## src/rtl/seq_step_counter.sv

```systemverilog
// -----------------------------------------------------------------------------
// seq_step_counter
//
// Sequence-address counter for the Genius game datapath. A pass starts with
// `start`, which latches the pass limit from `data`. Each cycle with `E` high
// moves the sequence address one position forward, until the address equals
// the latched limit. The block then reports terminal count (`tc`) and bumps a
// saturating count of completed passes (`level`). A zero limit completes the
// pass straight away, without entering COUNT.
//
// Parameters:
//   WIDTH     - width of the sequence address, the limit and SEQFPGA
//   LEVEL_W   - width of the completed-pass counter
//   MAX_LEVEL - saturation value of level (must be <= 2**LEVEL_W-1)
//
// Ports:
//   clk      in   system clock; all state changes on the rising edge
//   R        in   synchronous reset, active-high, overrides every other input
//   start    in   begin a new pass (ignored while a pass is counting)
//   E        in   step enable; only acted on in COUNT
//   data     in   pass limit, sampled only when a start is accepted
//   SEQFPGA  out  current sequence address (registered)
//   tc       out  terminal count (registered)
//   busy     out  high while counting (registered)
//   level    out  completed passes since reset, saturating (registered)
//
// Build option:
//   SEQ_STEP_TC_PULSE_EN - when defined, tc is a one-cycle pulse on entry to
//                          DONE. When undefined (the default), tc stays high
//                          for the whole time the block sits in DONE.
// -----------------------------------------------------------------------------
module seq_step_counter #(
  parameter int unsigned WIDTH     = 4,
  parameter int unsigned LEVEL_W   = 4,
  parameter int unsigned MAX_LEVEL = 15
) (
  input  logic               clk,
  input  logic               R,
  input  logic               start,
  input  logic               E,
  input  logic [WIDTH-1:0]   data,
  output logic [WIDTH-1:0]   SEQFPGA,
  output logic               tc,
  output logic               busy,
  output logic [LEVEL_W-1:0] level
);

  typedef enum logic [1:0] {
    IDLE  = 2'd0,
    COUNT = 2'd1,
    DONE  = 2'd2
  } state_t;

  state_t             state_q, state_d;
  logic [WIDTH-1:0]   lim_q, lim_d;
  logic [WIDTH-1:0]   addr_d;
  logic               tc_d;
  logic               busy_d;
  logic [LEVEL_W-1:0] level_d;

  logic [WIDTH-1:0]   addr_inc;
  logic [LEVEL_W-1:0] level_inc;

  // The address wraps within WIDTH bits by construction. It can never
  // actually wrap, because counting stops at lim_q.
  assign addr_inc  = SEQFPGA + WIDTH'(1);
  // Saturating increment of the completed-pass count.
  assign level_inc = (level >= LEVEL_W'(MAX_LEVEL)) ? level : level + LEVEL_W'(1);

  // Next-state and next-output logic.
  // NOTE: every signal gets a default at the top of the block. Otherwise a
  // path that skips an assignment would infer a latch.
  always_comb begin
    state_d = state_q;
    lim_d   = lim_q;
    addr_d  = SEQFPGA;
    tc_d    = tc;
    level_d = level;

    unique case (state_q)
      IDLE: begin
        addr_d = '0;
        tc_d   = 1'b0;
      end

      COUNT: begin
        // start is deliberately ignored here. A pass cannot be restarted
        // part-way, and data is not re-latched.
        if (E) begin
          addr_d = addr_inc;
          // Compare against the incremented value. tc then rises in the same
          // cycle that SEQFPGA first shows the limit.
          if (addr_inc == lim_q) begin
            state_d = DONE;
            tc_d    = 1'b1;
            level_d = level_inc;
          end
        end
      end

      DONE: begin
`ifdef SEQ_STEP_TC_PULSE_EN
        tc_d = 1'b0;
`endif
      end

      default: state_d = IDLE;
    endcase

    // An accepted start (from IDLE or DONE) overrides the per-state defaults
    // above.
    if (start && (state_q != COUNT)) begin
      lim_d  = data;
      addr_d = '0;
      if (data == '0) begin
        state_d = DONE;
        tc_d    = 1'b1;
        level_d = level_inc;
      end else begin
        state_d = COUNT;
        tc_d    = 1'b0;
      end
    end

    busy_d = (state_d == COUNT);
  end

  // State and output registers. R is synchronous and has priority over all
  // other inputs.
  // NOTE: sequential state uses non-blocking (<=) assignments. All registers
  // then update together from values sampled before the edge.
  always_ff @(posedge clk) begin
    if (R) begin
      state_q <= IDLE;
      lim_q   <= '0;
      SEQFPGA <= '0;
      tc      <= 1'b0;
      busy    <= 1'b0;
      level   <= '0;
    end else begin
      state_q <= state_d;
      lim_q   <= lim_d;
      SEQFPGA <= addr_d;
      tc      <= tc_d;
      busy    <= busy_d;
      level   <= level_d;
    end
  end

endmodule

```

## config.mk

```make
export PLATFORM = sky130hd
export DESIGN_NAME = seq_step_counter
export DESIGN_NICKNAME = d
export VERILOG_FILES = /design/src/rtl/seq_step_counter.sv
export SDC_FILE = /design/constraint.sdc
export NUM_CORES = 1
export LEC_CHECK = 0
export BUFFER_PORTS_ARGS = -buffer_cell sky130_fd_sc_hd__buf_2
export CORE_MARGIN = 1.5
export CORE_UTILIZATION = 56
export DETAILED_ROUTE_END_ITERATION = 12
export MAX_ROUTING_LAYER = met4
export PLACE_DENSITY = 0.83
export SLEW_MARGIN = 20
export SYNTH_ARGS = -nofsm -noshare
export SYNTH_HDL_FRONTEND = slang
export SYNTH_SLANG_ARGS = --single-unit
```

## constraint.sdc

```tcl
create_clock -name clk -period 5.3 [get_ports clk]
set_clock_uncertainty 0.2 [all_clocks]
set_input_delay 0.795 -clock clk [delete_from_list [all_inputs] [get_ports clk]]
set_output_delay 0.795 -clock clk [all_outputs]
set_load 0.03 [all_outputs]
```

==> metrics.md, run 1 <==
| Metric | Value |
|---|---|
| Run status | `finished, final reports clean` |
| Flop pwr share | `0.526` |
| Largest net degree at the start of global routing | `17` |
| Crit. End Element | `flop` |
| Rows | `14` |
| Post-Route Setup TNS | `0 ps` |
| Synth Area in Simple Gates | `0.311` |
| Fin worst setup slack | `between 3000 and 4000 ps` |
| Yosys reg bits | `16` |
| CTS Buffer Depth | `2` |
| Reg2Reg Depth | `5` |
| Worst endpoint required time | `5270 ps` |
| Core Region | `1490 um^2` |
| Hold Path End | `lim_q[1]$_SDFFE_PP0P_` |
| Crit-path max cell delay | `690 ps` |
| RePlAce Congestion | `roughly 0.81` |
| MaxCap Viol Count | `0` |
| Post-synthesis xor/xnor area fraction | `0.0684` |
| CTS root buf | `clkbuf_4` |
| Post-Route WL | `1.84 mm` |
| # DRC | `0` |
| Clk sinks | `16` |
| H-tree Lvls | `1` |
| Crit Path Class | `input pin to flop` |
| Internal power | `approximately 180 uW` |
| Final net count | `about 130` |
| Final Max Slew Viols | `0` |
| Initial Util | `0.590` |
| DP Area | `~1000 um^2` |
| PortBufs | `17` |
| DIE WIDTH | `42.6 um` |
| Synthesized cell area | `878 um^2` |
| Syn-to-layout area delta | `14.8%` |
| Cells after synthesis | `105` |
| Fmax | `approximately 460 MHz` |
| Pre-CTS setup slack | `2890 ps` |
| DR pass1 iterations | `4` |
| Worst Hold Path Cells | `2` |
| Fin crit period | `2180 ps` |
| RSZ-0062 raised after global routing | `no` |
| Most common flop cell mapped by yosys | `dfxtp_1` |
| Final Cell Area | `slightly above 1000 um^2` |
| Avg WL per Cell | `13.2 um` |
| Final hold vios | `0` |
| Post-route antenna net violation count | `0` |
| Iteration-0 DRC Markers | `27` |
| Switching Fraction | `0.264` |
| Io pins | `18` |
| # hold bufs at CTS | `0` |
| Setup Buffers After CTS | `0` |
| Total Routing Usage GR | `0.230` |
| Min-delay src | `lim_q[1]$_SDFFE_PP0P_` |
| Rel. slew slack | `0.475` |
| Fin cells | `139` |
| First-pass GRT wire length | `~3.1 mm` |
| Switching power | `64.8 uW` |
| Net Count, Synth | `115` |
| Mux cell area share after synthesis | `0.0114` |
| Crit-path max FO | `6` |
| Ys async rst share | `0` |
| DP Cell Count | `135` |
| CTS tree | `done` |
| Antenna diodes | `0` |
| Crit path cell chain | `buf_2 > nor4_1 > and3_1 > a211oi_1 > o311a_1` |
| Total grt overflow | `0` |
| Reg-to-reg critical path endpoint | `level[0]$_SDFF_PP0_` |
| FF-to-FF Start | `SEQFPGA[0]$_SDFFE_PP0P_` |
| Worst-path clk slew | `100 ps` |
| Tot Pwr | `245 uW` |
| Comb power frac | `0.148` |
| Post-synth EDFFs | `0` |
| Detailed-route via count | `850` |
| Clock Latency Late Sink | `280 ps` |
| DIE AREA | `1820 um^2` |
| Initial antenna violation count | `0` |
| Synth Area in Compound Gates | `0.199` |
| VDD IR max | `0.000151 V` |
| Slowest CP cell | `nor4_1` |
| Netlist cell types | `34` |
| P_leak | `0.426 nW` |
| Number of global-route vias before repair | `715` |
| Share of cells above drive strength 1 | `0.220` |
| Adder-Cell Fraction of Synth Area | `0.0285` |
| Post-CTS Resized | `0` |
| CP startpoint kind | `input pin` |
| Tcrit/Tclk final | `0.411` |
| Via/cell ratio | `6.12` |
| R2R setup slack | `3310 ps` |
| Cell depth of the worst setup path | `5` |
| Main combinational cell family by area after synthesis | `simple AND/OR/NAND/NOR gates` |
| Synth Warn # | `0` |
| Setup violations, final | `0` |
| Register area share after synthesis | `0.365` |
| CP top delay family | `simple AND/OR/NAND/NOR gates` |
| Path type of the worst min-delay path | `flop to flop` |
| CP arrival | `2150 ps` |
| Syn avg cell area | `8.37 um^2` |
| Die Ht | `42.6 um` |
| DP HPWL | `1.35 mm` |
| Part of the power in the clock network | `0.326` |
| Least-Margin Pin Slew | `a little under 800 ps` |
| Buffers and inverters on the worst path | `1` |
| CTS buffer count | `3` |
| PwrDens | `243 nW/um^2` |
==> worst max-delay path by stage <==
stage,to,slack [ps],from
after floorplan,level[2]$_SDFF_PP0_,3160,data[1]
after global placement,level[2]$_SDFF_PP0_,2920,data[1]
after detailed placement,level[2]$_SDFF_PP0_,2890,data[1]
after CTS,level[2]$_SDFF_PP0_,3180,data[1]
after global routing,level[2]$_SDFF_PP0_,2980,data[1]
final,level[2]$_SDFF_PP0_,3120,data[1]
==> power by group through the flow <==
stage / logic, mW / registers (mW) / clock network, mW
3_3_place_gp: 0.0353 / 0.132 / 0
4_1_cts: 0.0363 / 0.129 / 0.0808
2_1_floorplan: 0.0232 / 0.134 / 0
6_report: 0.0364 / 0.129 / 0.0799
3_5_place_dp: 0.0362 / 0.132 / 0
5_1_grt: 0.0398 / 0.129 / 0.0862
==> sequential cells by signal, summed over array words and instances, names as in the netlist <==
register	flops
SEQFPGA	4
state_q	2
tc	1
lim_q	4
level	4
busy	1
==> cells in the mapped netlist (2+ instances only) <==
| cell type | n | area [um^2] |
|---|---|---|
| a21o_1 | 2 | 15.0 |
| a21oi_1 | 10 | 50.1 |
| a22oi_1 | 3 | 22.5 |
| and3_1 | 2 | 12.5 |
| clkbuf_1 | 3 | 11.3 |
| dfxtp_1 | 16 | 320 |
| ha_1 | 2 | 25.0 |
| nand2_1 | 12 | 45.0 |
| nand2b_1 | 2 | 12.5 |
| nand3_1 | 8 | 40.0 |
| nand4_1 | 5 | 31.3 |
| nor2_1 | 5 | 18.8 |
| nor2b_1 | 5 | 31.3 |
| nor3_1 | 4 | 20.0 |
| o211ai_1 | 3 | 22.5 |
| o21ai_0 | 3 | 15.0 |
| xnor2_1 | 3 | 26.3 |
==> per-stage QoR <==
stage	utilization	hold WS (ps)
5_1_grt	0.677	302
6_report	0.677	274
2_1_floorplan	-	237
3_5_place_dp	0.653	260
4_1_cts	0.677	274
3_3_place_gp	0.653	254
==> layout by cell type (no fill, tap or decap), types with 2 or more instances in the layout <==
cell      synthesis  final
nand3_1           8      8
dfxtp_1          16     16
o211ai_1          3      3
nand2b_1          2      2
and3_1            2      2
nor2b_1           5      5
ha_1              2      2
buf_2             0     17
xnor2_1           3      3
nor2_1            5      5
a22oi_1           3      3
nand2_1          12     12
nand4_1           5      5
o21ai_0           3      3
clkbuf_4          0      3
a21o_1            2      2
a21oi_1          10     10
nor3_1            4      4
==> routing by layer <==
layer	up-vias	share of wire	GRT usage
met5	-	0	-
met3	4	0.068	0.0517
met4	0	0.010	0.0625
met2	29	0.45	0.335
li1	422	-	-
met1	395	0.47	0.320
==> cell type report <==
class / instances / area, um^2
clock buffer: 4 / 36.3
fill: 123 / 480
inverter: 1 / 3.75
multi-input combinational: 85 / 543
sequential: 16 / 320
tap: 16 / 20.0
timing repair buffer: 17 / 85.1
==> kinds of logic after synthesis <==
family                   Yosys count
AND/OR/NAND/NOR                   50
multiplexers                       1
adder cells (fa/ha/maj)            2
AO/OA/AOI/OAI                     27
flip-flops                        16
buffers and inverters              4
XOR/XNOR                           5
==> worst reg2reg max path, cell delays in order (launching register included) <==
cell      delay (ps)
dfxtp_1          470
ha_1             250
xor3_2           290
nor3_4           300
and3_4           260
o211ai_1         110
Note: power is estimated with default switching activity, not from simulation.
==> run 2, diff against run 1 <==
--- a/config.mk
+++ b/config.mk
@@ -5,12 +5,13 @@
 export SDC_FILE = /design/constraint.sdc
 export NUM_CORES = 1
 export LEC_CHECK = 0
+export ABC_AREA = 1
 export BUFFER_PORTS_ARGS = -buffer_cell sky130_fd_sc_hd__buf_2
 export CORE_MARGIN = 1.5
-export CORE_UTILIZATION = 56
+export CORE_UTILIZATION = 51
 export DETAILED_ROUTE_END_ITERATION = 12
 export MAX_ROUTING_LAYER = met4
-export PLACE_DENSITY = 0.83
+export PLACE_DENSITY = 0.78
 export SLEW_MARGIN = 20
 export SYNTH_ARGS = -nofsm -noshare
 export SYNTH_HDL_FRONTEND = slang
==> constraint.sdc (replaced) <==
create_clock -name clk -period 2.1 [get_ports clk]
set_clock_uncertainty 0.2 [all_clocks]
set_input_delay 0.315 -clock clk [delete_from_list [all_inputs] [get_ports clk]]
set_output_delay 0.315 -clock clk [all_outputs]
set_load 0.03 [all_outputs]
==> run 2 against run 1 <==
Effect of this change: combinational power grew to 2.7 times the previous value; area after synthesis is 7.1% lower; sequential cell count stayed put; clock-buffer cell count stayed put; synthesized cell count is 10% higher; critical path depth is 3 higher; clock power grew to 2.5 times the previous value; non-clock buffer count stayed put; first-iteration DRC count is 52% lower.
==> metrics.md, run 2 <==
| Metric | Value |
|---|---|
| Cells after synthesis | `116` |
| MaxCap Viol Count | `0` |
| Iteration-0 DRC Markers | `13` |
| Least-Margin Pin Slew | `336 ps` |
| Ys async rst share | `0` |
| Most frequent cell after synthesis | `nand2_1` |
| Run status | `finished, final reports clean` |
| Post-synth EDFFs | `0` |
| Top Registers | `SEQFPGA (4), level (4), lim_q (4)` |
| H-tree Lvls | `1` |
| Path type of the worst min-delay path | `input pin to flop` |
| Die Ht | `43.0 um` |
| Io pins | `18` |
| Tot Pwr | `629 uW` |
| DP Cell Count | `149` |
| Final net count | `148` |
| Net Count, Synth | `126` |
| DP HPWL | `1.29 mm` |
| Synthesized cell area | `between 800 and 900 um^2` |
| Multi-input logic area | `about 440 um^2` |
| Yosys reg bits | `16` |
| Crit Path Class | `flop to flop` |
| First-pass GRT wire length | `2.99 mm` |
| Worst-path clk slew | `100 ps` |
| # DRC | `0` |
| Total grt overflow | `0` |
| Fin crit period | `1880 ps` |
| Final hold vios | `0` |
| Worst endpoint required time | `about 2100 ps` |
| Largest net degree at the start of global routing | `11` |
| Setup violations, final | `0` |
| Detailed-route via count | `823` |
| Most common flop cell mapped by yosys | `dfxtp_1` |
| CTS Buffer Depth | `2` |
| Syn-to-layout area delta | `17.3%` |
| CTS tree | `done` |
| Fmax | `532 MHz` |
| Final Max Slew Viols | `0` |
| Syn avg cell area | `7.03 um^2` |
| Tcrit/Tclk final | `0.895` |
| Avg WL per Cell | `10.7 um` |
| Clk sinks | `16` |
| CTS root buf | `clkbuf_4` |
| RSZ-0062 raised after global routing | `no` |
| Core Region | `1510 um^2` |
| Total Routing Usage GR | `0.218` |
| Share of cells above drive strength 1 | `0.212` |
| DR pass1 iterations | `4` |
| Post-CTS Resized | `0` |
| Antenna diodes | `0` |
| Crit. End Element | `flop` |
| Commonest non-fill, non-tap cell in the layout | `nand2_1` |
| Netlist cell types | `22` |
| DP Area | `921 um^2` |
| FF+latch area | `320 um^2` |
| Synth area leaders | `dfxtp_1, nand2_1, a21oi_1` |
| Post-Route Setup TNS | `0 ps` |
| Rows | `14` |
| Number of global-route vias before repair | `738` |
| Clock Latency Late Sink | `280 ps` |
| Post-route antenna net violation count | `0` |
| Register area share after synthesis | `0.393` |
| Via/cell ratio | `about 5.4` |
| Initial antenna violation count | `0` |
| Setup Buffers After CTS | `0` |
| Crit-path max FO | `10` |
| P_leak | `0.466 nW` |
| VDD IR max | `0.000435 V` |
| Synth top area share | `0.393` |
| DIE AREA | `1850 um^2` |
| Pre-CTS setup slack | `between 200 and 250 ps` |
| Synth Warn # | `0` |
| PwrDens | `657 nW/um^2` |
| RePlAce Congestion | `0.881` |
| DIE WIDTH | `43.0 um` |
| Fillers | `134` |
| Fin worst setup slack | `221 ps` |
| CP startpoint kind | `flop` |
| Largest area contributor in the netlist | `dfxtp_1` |
| Rel. slew slack | `0.774` |
| CP arrival | `1870 ps` |
| Final Cell Area | `~960 um^2` |
| Most frequent cells in the layout | `nand2_1, buf_2, dfxtp_1` |
| Fin cells | `around 150` |
| # hold bufs at CTS | `0` |
| PortBufs | `17` |
| List of most frequent post-synthesis cells | `nand2_1, dfxtp_1, inv_1, nor2_1, a21oi_1` |
| Initial Util | `0.542` |
| Post-Route WL | `roughly 1.6 mm` |
| CTS buffer count | `3` |
## run 2: cell count changes after synthesis, sizes merged, moves of 5 or more
cell	before	now
inv	1	15
nand2	12	26
nand3	8	13
nor2	5	16
nor2b	5	0
nor3	5	0
## run 2: layout make-up
type / count / area share
Tap cell: 16 / 0.0209
Sequential cell: 16 / 0.335
Clock buffer: 4 / 0.0379
Timing Repair Buffer: 17 / 0.0889
Multi-Input combinational cell: 85 / 0.459
Inverter: 15 / 0.0588
## run 2: final timing paths
path / startpoint / slack (ps) / cells after the start / end
max: SEQFPGA[0]$_SDFFE_PP0P_ / 220 / 8 / level[0]$_SDFF_PP0_
min: R / 40 / 2 / busy$_SDFF_PP0_
max reg2reg: SEQFPGA[0]$_SDFFE_PP0P_ / 220 / 8 / level[0]$_SDFF_PP0_
min reg2reg: lim_q[2]$_SDFFE_PP0P_ / 290 / 2 / lim_q[2]$_SDFFE_PP0P_
## run 2: cell families after synthesis
| logic type | count (synthesis) | synth area share |
|---|---|---|
| compound gates | 20 | 0.126 |
| xor+xnor | 2 | 0.0215 |
| fa+ha+maj | 2 | 0.0307 |
| buf+inv | 15 | 0.0690 |
| flops | 16 | 0.393 |
| mux | 1 | 0.0123 |
| simple gates | 60 | 0.348 |
## run 2: power breakdown
part / internal (mW) / switching [mW] / leakage (nW)
Clock: 0.105 / 0.0963 / 0.0210
Sequential: 0.319 / 0.0106 / 0.131
Combinational: 0.0342 / 0.0636 / 0.314
Total: 0.458 / 0.171 / 0.466
## run 2: worst max-delay path: stages (launching register included)
cell	delay, ps
dfxtp_1	480
ha_1	310
or2_2	300
nand3_1	100
nor2_2	50
nand3_2	70
nand2_4	90
a21oi_1	140
nor2_1	60
## run 2: per-layer routing
metal	vias up	wire length, um	global-route usage
li1	418	-	-
met1	374	763	0.259
met2	27	772	0.352
met3	4	86	0.0468
met4	0	21	0.103
met5	-	0	-
## run 2: through the flow
stage	util	hold slack, ps
floorplan	-	184
global route	0.635	50.3
CTS	0.635	28.7
finish	0.635	39.1
detailed placement	0.611	273
global placement	0.611	259
